[config.mk]
export PLATFORM = sky130hd
export DESIGN_NAME = show_number_scan
export DESIGN_NICKNAME = d
export VERILOG_FILES = /design/src/rtl/show_number_pkg.sv /design/src/rtl/hex_to_7seg.sv /design/src/rtl/show_number_scan.sv
export SDC_FILE = /design/constraint.sdc
export NUM_CORES = 1
export LEC_CHECK = 0
export CORE_MARGIN = 2
export CORE_UTILIZATION = 55
export CTS_CLUSTER_DIAMETER = 150
export DETAILED_ROUTE_END_ITERATION = 16
export GPL_TIMING_DRIVEN = 0
export PLACE_DENSITY = 0.88
export SLEW_MARGIN = 20
export SYNTH_ARGS = -nofsm -noshare
export SYNTH_HDL_FRONTEND = slang
export SYNTH_SLANG_ARGS = --single-unit
[constraint.sdc]
create_clock -name clock -period 3.05 [get_ports clock]
set_clock_uncertainty 0.15 [all_clocks]
set_input_delay 0.61 -clock clock [delete_from_list [all_inputs] [get_ports clock]]
set_output_delay 0.61 -clock clock [all_outputs]
set_load 0.02 [all_outputs]
[src/rtl/show_number_pkg.sv]
// Shared constants for the multiplexed 7-segment display: default geometry
// and the high-true gfedcba encodings for hex digits 0..F.
package show_number_pkg;

  localparam int DEF_NUM_DIGITS = 4;
  localparam int DEF_CLK_DIV    = 100000;
  localparam int DEF_DEAD       = 2;
  localparam int DEF_ACTIVE_LOW = 1;

  typedef logic [6:0] seg7_t;

  // Index 15 is listed first: F, E, d, C, b, A, 9 .. 0.
  localparam seg7_t [15:0] SEG_HI = {
    7'h71, 7'h79, 7'h5E, 7'h39, 7'h7C, 7'h77, 7'h6F, 7'h7F,
    7'h07, 7'h7D, 7'h6D, 7'h66, 7'h4F, 7'h5B, 7'h06, 7'h3F
  };

endpackage

[src/rtl/hex_to_7seg.sv]
// Combinational hex nibble to high-true gfedcba segment pattern.
module hex_to_7seg
  import show_number_pkg::*;
(
  input  logic [3:0] hex,
  output logic [6:0] seg
);

  assign seg = SEG_HI[hex];

endmodule

[src/rtl/show_number_scan.sv]
// Time-multiplexed hex display scanner with frame-synchronous number updates,
// dead-time between digits, leading-zero blanking and selectable polarity.
module show_number_scan
  import show_number_pkg::*;
#(
  parameter int NUM_DIGITS = DEF_NUM_DIGITS,
  parameter int CLK_DIV    = DEF_CLK_DIV,
  parameter int DEAD       = DEF_DEAD,
  parameter int ACTIVE_LOW = DEF_ACTIVE_LOW
) (
  input  logic                    clock,
  input  logic                    reset_n,
  input  logic [4*NUM_DIGITS-1:0] number,
  input  logic [NUM_DIGITS-1:0]   dp,
  input  logic                    load,
  input  logic                    lz_suppress,
  input  logic                    blank,
  output logic [7:0]              ss_out,
  output logic [NUM_DIGITS-1:0]   ss_digit,
  output logic                    frame_done
);

  localparam int PW = (CLK_DIV > 1) ? $clog2(CLK_DIV) : 1;
  localparam int IW = $clog2(NUM_DIGITS);
  localparam logic [PW-1:0] PRESC_MAX = PW'(CLK_DIV - 1);
  localparam logic [PW-1:0] DEAD_CNT  = PW'(DEAD);
  localparam logic [IW-1:0] IDX_MAX   = IW'(NUM_DIGITS - 1);
  // XOR masks that turn high-true patterns into the pin polarity.
  localparam logic [7:0]            SEG_OFF   = (ACTIVE_LOW != 0) ? 8'hFF : 8'h00;
  localparam logic [NUM_DIGITS-1:0] DIGIT_OFF = (ACTIVE_LOW != 0) ? '1 : '0;

  logic [PW-1:0]           presc_reg, presc_next;
  logic [IW-1:0]           idx_reg, idx_next;
  logic                    pending_reg, pending_next;
  logic [4*NUM_DIGITS-1:0] stage_num_reg, stage_num_next;
  logic [NUM_DIGITS-1:0]   stage_dp_reg, stage_dp_next;
  logic [4*NUM_DIGITS-1:0] shadow_num_reg, shadow_num_next;
  logic [NUM_DIGITS-1:0]   shadow_dp_reg, shadow_dp_next;
  logic [7:0]              ss_out_reg, ss_out_next;
  logic [NUM_DIGITS-1:0]   ss_digit_reg, ss_digit_next;

  logic                    slot_wrap;
  logic                    frame_wrap;
  logic [3:0]              cur_nib;
  logic [6:0]              cur_seg;
  logic [NUM_DIGITS-1:0]   suppress;
  logic [NUM_DIGITS-1:0]   digit_hi;
  logic [7:0]              seg_hi;

  assign slot_wrap  = (presc_reg == PRESC_MAX);
  assign frame_wrap = slot_wrap && (idx_reg == IDX_MAX);
  assign cur_nib    = shadow_num_reg[{idx_reg, 2'b00} +: 4];

  hex_to_7seg u_dec (
    .hex (cur_nib),
    .seg (cur_seg)
  );

  // A digit is a leading zero when it and every digit to its left are zero.
  generate
    for (genvar gi = 0; gi < NUM_DIGITS; gi++) begin : g_lz
      if (gi == 0) begin : g_first
        assign suppress[gi] = 1'b0;
      end else begin : g_upper
        assign suppress[gi] = lz_suppress &&
                              (shadow_num_reg[4*NUM_DIGITS-1:4*gi] == '0);
      end
    end
  endgenerate

  always_comb begin
    presc_next      = presc_reg + PW'(1);
    idx_next        = idx_reg;
    pending_next    = pending_reg;
    stage_num_next  = stage_num_reg;
    stage_dp_next   = stage_dp_reg;
    shadow_num_next = shadow_num_reg;
    shadow_dp_next  = shadow_dp_reg;

    if (slot_wrap) begin
      presc_next = '0;
      idx_next   = (idx_reg == IDX_MAX) ? '0 : idx_reg + IW'(1);
    end

    if (frame_wrap && pending_reg) begin
      shadow_num_next = stage_num_reg;
      shadow_dp_next  = stage_dp_reg;
    end

    // A load in the boundary cycle re-arms pending for the following frame.
    if (load) begin
      stage_num_next = number;
      stage_dp_next  = dp;
      pending_next   = 1'b1;
    end else if (frame_wrap) begin
      pending_next = 1'b0;
    end
  end

  always_comb begin
    digit_hi = '0;
    if ((presc_reg >= DEAD_CNT) && !blank && !suppress[idx_reg]) begin
      digit_hi = NUM_DIGITS'(1) << idx_reg;
    end
    seg_hi        = {shadow_dp_reg[idx_reg], cur_seg};
    ss_digit_next = digit_hi ^ DIGIT_OFF;
    ss_out_next   = seg_hi ^ SEG_OFF;
  end

  always_ff @(posedge clock or negedge reset_n) begin
    if (!reset_n) begin
      presc_reg      <= '0;
      idx_reg        <= '0;
      pending_reg    <= 1'b0;
      stage_num_reg  <= '0;
      stage_dp_reg   <= '0;
      shadow_num_reg <= '0;
      shadow_dp_reg  <= '0;
      ss_out_reg     <= SEG_OFF;
      ss_digit_reg   <= DIGIT_OFF;
    end else begin
      presc_reg      <= presc_next;
      idx_reg        <= idx_next;
      pending_reg    <= pending_next;
      stage_num_reg  <= stage_num_next;
      stage_dp_reg   <= stage_dp_next;
      shadow_num_reg <= shadow_num_next;
      shadow_dp_reg  <= shadow_dp_next;
      ss_out_reg     <= ss_out_next;
      ss_digit_reg   <= ss_digit_next;
    end
  end

  assign ss_out     = ss_out_reg;
  assign ss_digit   = ss_digit_reg;
  assign frame_done = frame_wrap;

endmodule

Yosys cells after proc, flatten, opt, wreduce, memory -nomap -nowiden --
Memories as Yosys holds them, arrays and structs flattened. Index checks and enable logic that the tools add are counted.
Storage, ports and cells: register bits after elaboration 72, bits in latches 0, RAM bits 0, ROM bits 112, input port bits 25, output and inout port bits 13, logic and storage cells 44, memories 1
Memory list:
- (no name shown) | depth 16, width 7, rd ports 1, clocked after Yosys merged registers in 0, wr ports 0, RTL line hex_to_7seg.sv:9 | assign seg = SEG_HI[hex];
Cells by class: add/subtract/negate cells 2, multipliers 0, divide/modulo/power cells 0, $lt $le $gt $ge 3, eq/ne operators 2, shifts and indexed selects 2, muxes and demuxes 10, bitwise logic cells 2, reductions and logical operators 13
Operators by type and width (number):
- adder 17 x 1 -> 17 bit, second input constant | 1
- == test 17 bit, second input constant | 1
- greater-or-equal comparator 17 x 2 -> 1 bit, second input constant | 1
- 2-to-1 mux 17 bit | 1
- variable part select 16 x 5 -> 4 bit | 1
- zero test 12 bit | 1
- zero test 8 bit | 1
- inverter 8 bit | 1
- logical AND 1 bit | 7
- 2-to-1 mux 7 bit | 1
- < comparator 4 x 5 -> 1 bit, second input constant | 1
- binary-select mux 1 bit (select 2 bit) | 2
- zero test 4 bit | 1
- 2-to-1 mux 1 bit | 4
- 2-to-1 mux 4 bit | 1
- inverter 4 bit | 1
- left shift 1 x 2 -> 4 bit, first input constant | 1
- < comparator 2 x 3 -> 1 bit, second input constant | 1
- adder 2 x 1 -> 2 bit, second input constant | 1
- == test 2 bit, second input constant | 1
- zero test 1 bit | 2
- 2-to-1 mux 2 bit | 1
- nonzero test 2 bit | 1

Depth between registers and ports, before layout --
Gate-level depths: netlist of the first run.
depth after elaboration 8, depth in mapped cells 7

Modules after synthesis --
From an unflattened synthesis of the first run, not the netlist that was laid out.
Second synthesis, totals: cells, all modules 261, area, all modules 3452.1 sq um
By module, submodules not included:
- show_number_scan | times used 1, cells an instance 228, area an instance 3169.3 sq um, seq. area each 1816.7 sq um
- hex_to_7seg | times used 1, cells an instance 33, area an instance 282.8 sq um, seq. area each 0.0 sq um

Worst setup path after synthesis of the first run --
Ideal clock, no wire load.
path type register to output, start point reg presc_reg[1], end point out frame_done, arrival 1.815 ns, slack 0.475 ns, stages on the path, launching flop included 6, path buffers 1, cell sequence dfrtp_1 > ha_1 > and4_1 > clkbuf_1 > inv_1 > nor4_1
Between the ends: word-level cells in the longest chain between the ends 2
RTL lines:
- start: declaration | RTL line show_number_scan.sv:32 | logic [PW-1:0] presc_reg, presc_next;
- start signal: assignment | RTL line show_number_scan.sv:122 | presc_reg <= presc_next;
- == test 17 bit | RTL line show_number_scan.sv:50 | assign slot_wrap = (presc_reg == PRESC_MAX);
- logical AND 1 bit | RTL line show_number_scan.sv:51 | assign frame_wrap = slot_wrap && (idx_reg == IDX_MAX);
- end: declaration | RTL line show_number_scan.sv:20 | output logic frame_done
No other way between the ends.

Worst setup path after layout of the first run --
Same ends and word-level chain as after synthesis.

==> impl_metrics.py, run 1 <==
metrics = {
    "run_status": {
        "status": "finished, final reports clean",
    },
    "yosys": {
        "synth.area.top_cells": "dfrtp_1 (46%), mux2_2 (15%), dfstp_2 (9.7%), ha_1 (4.2%), mux4_2 (3.5%)",
        "synthTopCellsByCount": "dfrtp_1 (60), mux2_2 (42), inv_1 (14), nand2_1 (13), dfstp_2 (12)",
        "syn_inst": 251,
        "yosys.cell_count.top_type": "dfrtp_1",
        "async_reset_ff_frac": 1.00,
        "syn-num-nets": 287,
        "ys_ff_latch": 72,
        "syn-cell-area_um2": 3240,
        "synth_top_area_frac": 0.463,
        "yosysSeqAreaShare": 0.561,
        "synth_top_area_cell": "dfrtp_1",
        "postSynthAreaPerCell_um2": 12.9,
        "synth.distinct_cells": 38,
        "synth_edf_count": 0,
        "ys.flop_type": "dfrtp_1",
        "ys_warn_count": 0,
    },
    "clock_tree": {
        "cts_made_buffers": 9,
        "htreeDepth": 3,
        "cts_tree": "done",
        "clk_path_buf_depth": 2,
        "cts.clk_slew.worst_paths_ps": 70,
        "clk_latency_ps": 340,
        "clock-root-buffer": "clkbuf_8",
        "clkSinkCount": 72,
    },
    "power": {
        "cellPowerDensity_nw_per_um2": 454,
        "p_leak_nw": 1.67,
        "irDropWorstVdd_uv": 300,
        "power_mw": 1.77,
    },
    "setup_path": {
        "start_kind": "flop",
        "cp_max_fo": 7,
        "cp-end-kind": "output port",
        "reg2reg_depth": 6,
        "critical_path_class": "flop to output port",
        "regToRegEndpoint": "shadow_dp_reg[2]",
        "crit_required_ps": 2290,
        "r2r_start": "presc_reg[1]",
        "cp.arrival_ps": 2110,
        "r2r_setup_slack_ps": 690,
    },
    "global_route": {
        "overflow": 0,
        "grt_pass1_wl_mm": 10.3,
        "grt_max_degree": 43,
        "track_usage": 0.212,
        "antenna_found_initial": 0,
        "grt_pass1_vias": 2115,
    },
    "placed_design": {
        "numPortBuffers": 37,
        "place_hpwl_mm": 4.23,
        "place_ws_ps": -26.1,
        "gp_congestion": 0.856,
    },
    "finish": {
        "num_antenna_cells": 0,
        "fill_cells": 403,
        "multiInputGateArea_um2": 1340,
        "regArea_um2": 1820,
        "largest_reg_flops": 17,
        "drive_gt1_frac": 0.286,
        "nets": 335,
        "area_growth_pct": 20.5,
    },
    "sta": {
        "finalSetupViolations": 0,
        "layout_setup_ws_ps": 179,
        "clock.fmax_mhz": 348,
        "period_minus_slack_ps": 2870,
        "slew_violations": 0,
        "rsz0062_at_grt": "false",
        "final_hold_viol_count": 0,
        "period_share": 0.941,
        "worstMarginPinSlew_ps": 651,
        "slew_headroom": 0.566,
    },
    "routing": {
        "viasPerCell": 5.61,
        "num_vias": 2108,
        "wl_per_cell_um": 15.9,
        "drc": 0,
        "initialDrtViolationCount": 189,
        "wl_mm": 5.96,
        "drtAntennaViolNets": 0,
        "dr.pass1.iters": 4,
    },
    "die": {
        "rows": 27,
        "die_h_um": 80.8,
        "ioPinCount": 38,
        "dieArea_um2": 6520,
        "fp.dieW_um": 80.8,
        "start_util": 0.578,
        "fp.coreArea_um2": 5610,
    },
    "min_path": {
        "hold_class": "input port to async pin",
    },
    "flow_run": {
        "drv_cap": 0,
    },
}
## kinds of logic (layout without fill, tap and decap cells)
kind of cell               after synthesis  in the layout  synth area share
AOI/OAI and AO/OA                       22             22            0.0452
muxes                                   47             47             0.181
DFF                                     72             72             0.561
and+or+nand+nor                         65             65             0.110
xor gates and xnor gates                12             12            0.0324
adders and majority gates               11             11            0.0425
buffers and inverters                   22             75            0.0282
## how the worst max path moves through the flow
stage / to / startpoint / slack (ps)
6_report: frame_done / presc_reg[1] / 180
2_1_floorplan: frame_done / presc_reg[1] / 480
3_5_place_dp: frame_done / presc_reg[1] / -30
4_1_cts: frame_done / presc_reg[1] / 100
5_1_grt: frame_done / presc_reg[12] / 20
3_3_place_gp: stage_dp_reg[0] / reset_n / -1070
## stage by stage
step | cells | area (µm²) | utilization | setup TNS, ps | hold WS, ps
finish | 376 | 3900 | 0.696 | 0 | 36.6
global route | 376 | 3900 | 0.696 | 0 | 56.6
CTS | 376 | 3900 | 0.696 | 0 | 40.2
detailed placement | 361 | 3720 | 0.663 | -26.1 | 342
global placement | 360 | 3700 | 0.660 | -67380 | 333
floorplan | 251 | 3240 | - | 0 | 164
## worst max-delay path, cell delays in order (launching register included)
cell	delay, ps
dfrtp_1	420
ha_1	220
and4_2	330
inv_1	110
nor4_2	300
dlygate4sd2_1	380
## timing repair
action | in CTS | in global routing
setup buffers | 0 | 0
hold buffers | 0 | 0
resized for setup | 2 | 1
endpoints found under the setup margin | 1 | 1
## layout by cell type, fill, tap and decap left out, types with 2 or more instances in the layout
master / count
a21oi_1: 5
buf_4: 3
clkbuf_1: 4
clkbuf_8: 11
clkdlybuf4s50_1: 35
clkinv_2: 3
dfrtp_1: 60
dfstp_2: 12
ha_1: 11
inv_1: 14
mux2_2: 42
mux4_2: 5
nand2_1: 13
nand3_1: 10
nand4_1: 2
nor2_1: 11
nor2b_1: 3
nor3_1: 5
nor4_1: 4
o21a_1: 3
o21ai_0: 3
o31ai_1: 5
or4_1: 6
xnor2_1: 10
xor2_1: 2
## layer usage
layer  global-route usage  vias up  share of wire
met5                    0        -              0
met3               0.0556       15          0.049
met4               0.0847        0          0.021
met2                0.317       70           0.47
met1                0.298     1035           0.46
li1                     -      988              -
## layout make-up
cell class                 count  share of cell area
sequential                    72               0.465
multi-input combinational    157               0.343
timing repair buffer          38              0.0990
clock buffer                  11              0.0388
tap                           72              0.0231
inverter                      14              0.0135
buffer                         7             0.00897
clock inverter                 5             0.00801
## report_power, final
part,switching (mW),internal [mW]
Sequential,0.0147,0.983
Clock,0.348,0.336
Combinational,0.0362,0.0548
Total,0.399,1.37
No activity file was read; power rests on OpenSTA's default activity.
==> inputs of run 2 (changes only) <==
Clock period 3.05 ns to 3.1 ns, I/O delays scaled along.
==> run 2 against run 1 <==
  * Sequential cell count unchanged
  * First-iteration DRC count is 2.6% lower
  * Critical path depth did not move
  * Total power down 1.6%
  * Register-to-register slack improved by 20 ps
  * Wire length fell by 0.52%
  * Non-clock buffer count unchanged
  * Sequential power shrank 2%
  * Final cell count unchanged
  * Largest power group unchanged
==> impl_metrics.py, run 2 (synthesized netlist as in run 1, its figures left out) <==
metrics = {
    "finish": {
        "final_cells": 376,
        "mostFrequentLayoutCells": "dfrtp_1 (60), mux2_2 (42), clkdlybuf4s50_1 (35)",
        "fill_cells": 402,
        "drive_gt1_frac": 0.283,
        "layout_commonest_cell": "dfrtp_1",
        "largest_reg_flops": 17,
        "nets": 335,
        "postLayoutCellArea_um2": 3900,
        "num_antenna_cells": 0,
        "area_growth_pct": 20.4,
    },
    "setup_path": {
        "cp.arrival_ps": 2180,
        "crit_required_ps": 2330,
        "critical_path_class": "flop to output port",
        "start_kind": "flop",
        "cp-end-kind": "output port",
        "cp_max_fo": 7,
    },
    "global_route": {
        "grt_pass1_vias": 2130,
        "grt_pass1_wl_mm": 10.3,
        "track_usage": 0.212,
        "overflow": 0,
        "grt_max_degree": 43,
        "antenna_found_initial": 0,
    },
    "power": {
        "cellPowerDensity_nw_per_um2": 447,
        "irDropWorstVdd_uv": 295,
        "power_mw": 1.74,
        "p_leak_nw": 1.67,
    },
    "routing": {
        "initialDrtViolationCount": 184,
        "wl_mm": 5.93,
        "drtAntennaViolNets": 0,
        "wl_per_cell_um": 15.8,
        "num_vias": 2105,
        "dr.pass1.iters": 4,
        "viasPerCell": 5.60,
        "drc": 0,
    },
    "die": {
        "ioPinCount": 38,
        "die_h_um": 80.8,
        "dieArea_um2": 6520,
        "start_util": 0.578,
        "fp.coreArea_um2": 5610,
        "fp.dieW_um": 80.8,
        "rows": 27,
    },
    "placed_design": {
        "place_hpwl_mm": 4.23,
        "placedCellCount": 361,
        "numPortBuffers": 37,
        "placed_cell_area_um2": 3720,
        "gp_congestion": 0.856,
    },
    "clock_tree": {
        "clkSinkCount": 72,
        "hold_buffers": 0,
        "clk_latency_ps": 340,
        "cts_tree": "done",
        "cts_made_buffers": 9,
        "cts.clk_slew.worst_paths_ps": 70,
        "clk_path_buf_depth": 2,
        "htreeDepth": 3,
        "clock-root-buffer": "clkbuf_8",
    },
    "sta": {
        "finalSetupViolations": 0,
        "slew_violations": 0,
        "worstMarginPinSlew_ps": 643,
        "slew_headroom": 0.571,
        "clock.fmax_mhz": 339,
        "period_share": 0.951,
        "period_minus_slack_ps": 2950,
        "rsz0062_at_grt": "false",
        "final_hold_viol_count": 0,
    },
    "flow_run": {
        "drv_cap": 0,
    },
    "run_status": {
        "status": "finished, final reports clean",
    },
    "min_path": {
        "hold_class": "input port to async pin",
    },
}
-- run 2: cell counts in the layout (fill, tap and decap cells not counted) --
No cell type changed its count.
-- run 2: layer usage --
| layer | vias up | GRT usage | part of all wire |
|---|---|---|---|
| met2 | 71 | 0.313 | 0.47 |
| met5 | - | 0 | 0 |
| li1 | 994 | - | - |
| met4 | 0 | 0.0915 | 0.024 |
| met1 | 1027 | 0.298 | 0.46 |
| met3 | 13 | 0.0567 | 0.045 |
-- run 2: power breakdown --
group	switching, mW	internal (mW)
logic	0.0355	0.0539
registers	0.0145	0.967
clock network	0.343	0.331
-- run 2: cell type report --
type | instances | area [µm²] | share of cell area
clock inverters | 5 | 31.3 | 0.00802
well taps | 72 | 90.1 | 0.0231
repair buffers | 38 | 387 | 0.0991
inverters | 14 | 52.6 | 0.0135
clock buffers | 11 | 151 | 0.0388
multi-input cells | 157 | 1340 | 0.343
plain buffers | 7 | 35.0 | 0.00898
flip-flops and latches | 72 | 1820 | 0.466
-- run 2: through the flow --
stage	hold slack, ps	setup WS, ps	setup TNS (ps)	utilization
after floorplan	174	515	0	-
after global placement	333	-1030	-64460	0.660
after detailed placement	342	13.9	0	0.663
after CTS	50.2	30.1	0	0.697
after global routing	66.8	3.84	0	0.696
final	46.2	151	0	0.696
-- run 2: worst paths after layout --
check                             startpoint           endpoint  slack (ps)  depth (start not counted)
setup reg to reg                presc_reg[1]   shadow_dp_reg[2]         710                          6
hold reg to reg            stage_num_reg[15]  stage_num_reg[15]         360                          1
setup / recovery                presc_reg[1]         frame_done         150                          5
min in group clock         stage_num_reg[15]  stage_num_reg[15]         360                          1
max in group asynchronous            reset_n          ss_out[7]        2170                          2
hold / removal                       reset_n       presc_reg[2]          50                          1
-- run 2: worst max-delay path, cell delays in order (launching register included) --
cell,delay (ps)
dfrtp_1,420
ha_1,220
and4_1,360
inv_1,130
nor4_2,320
dlygate4sd2_1,380
-- run 2: what timing repair did --
item | CTS | global route
endpoints found under the hold margin | 0 | 0
setup buffers | 0 | 0
resized for setup | 2 | 0
gates cloned | 0 | 0
setup endpoints to repair | 1 | 1
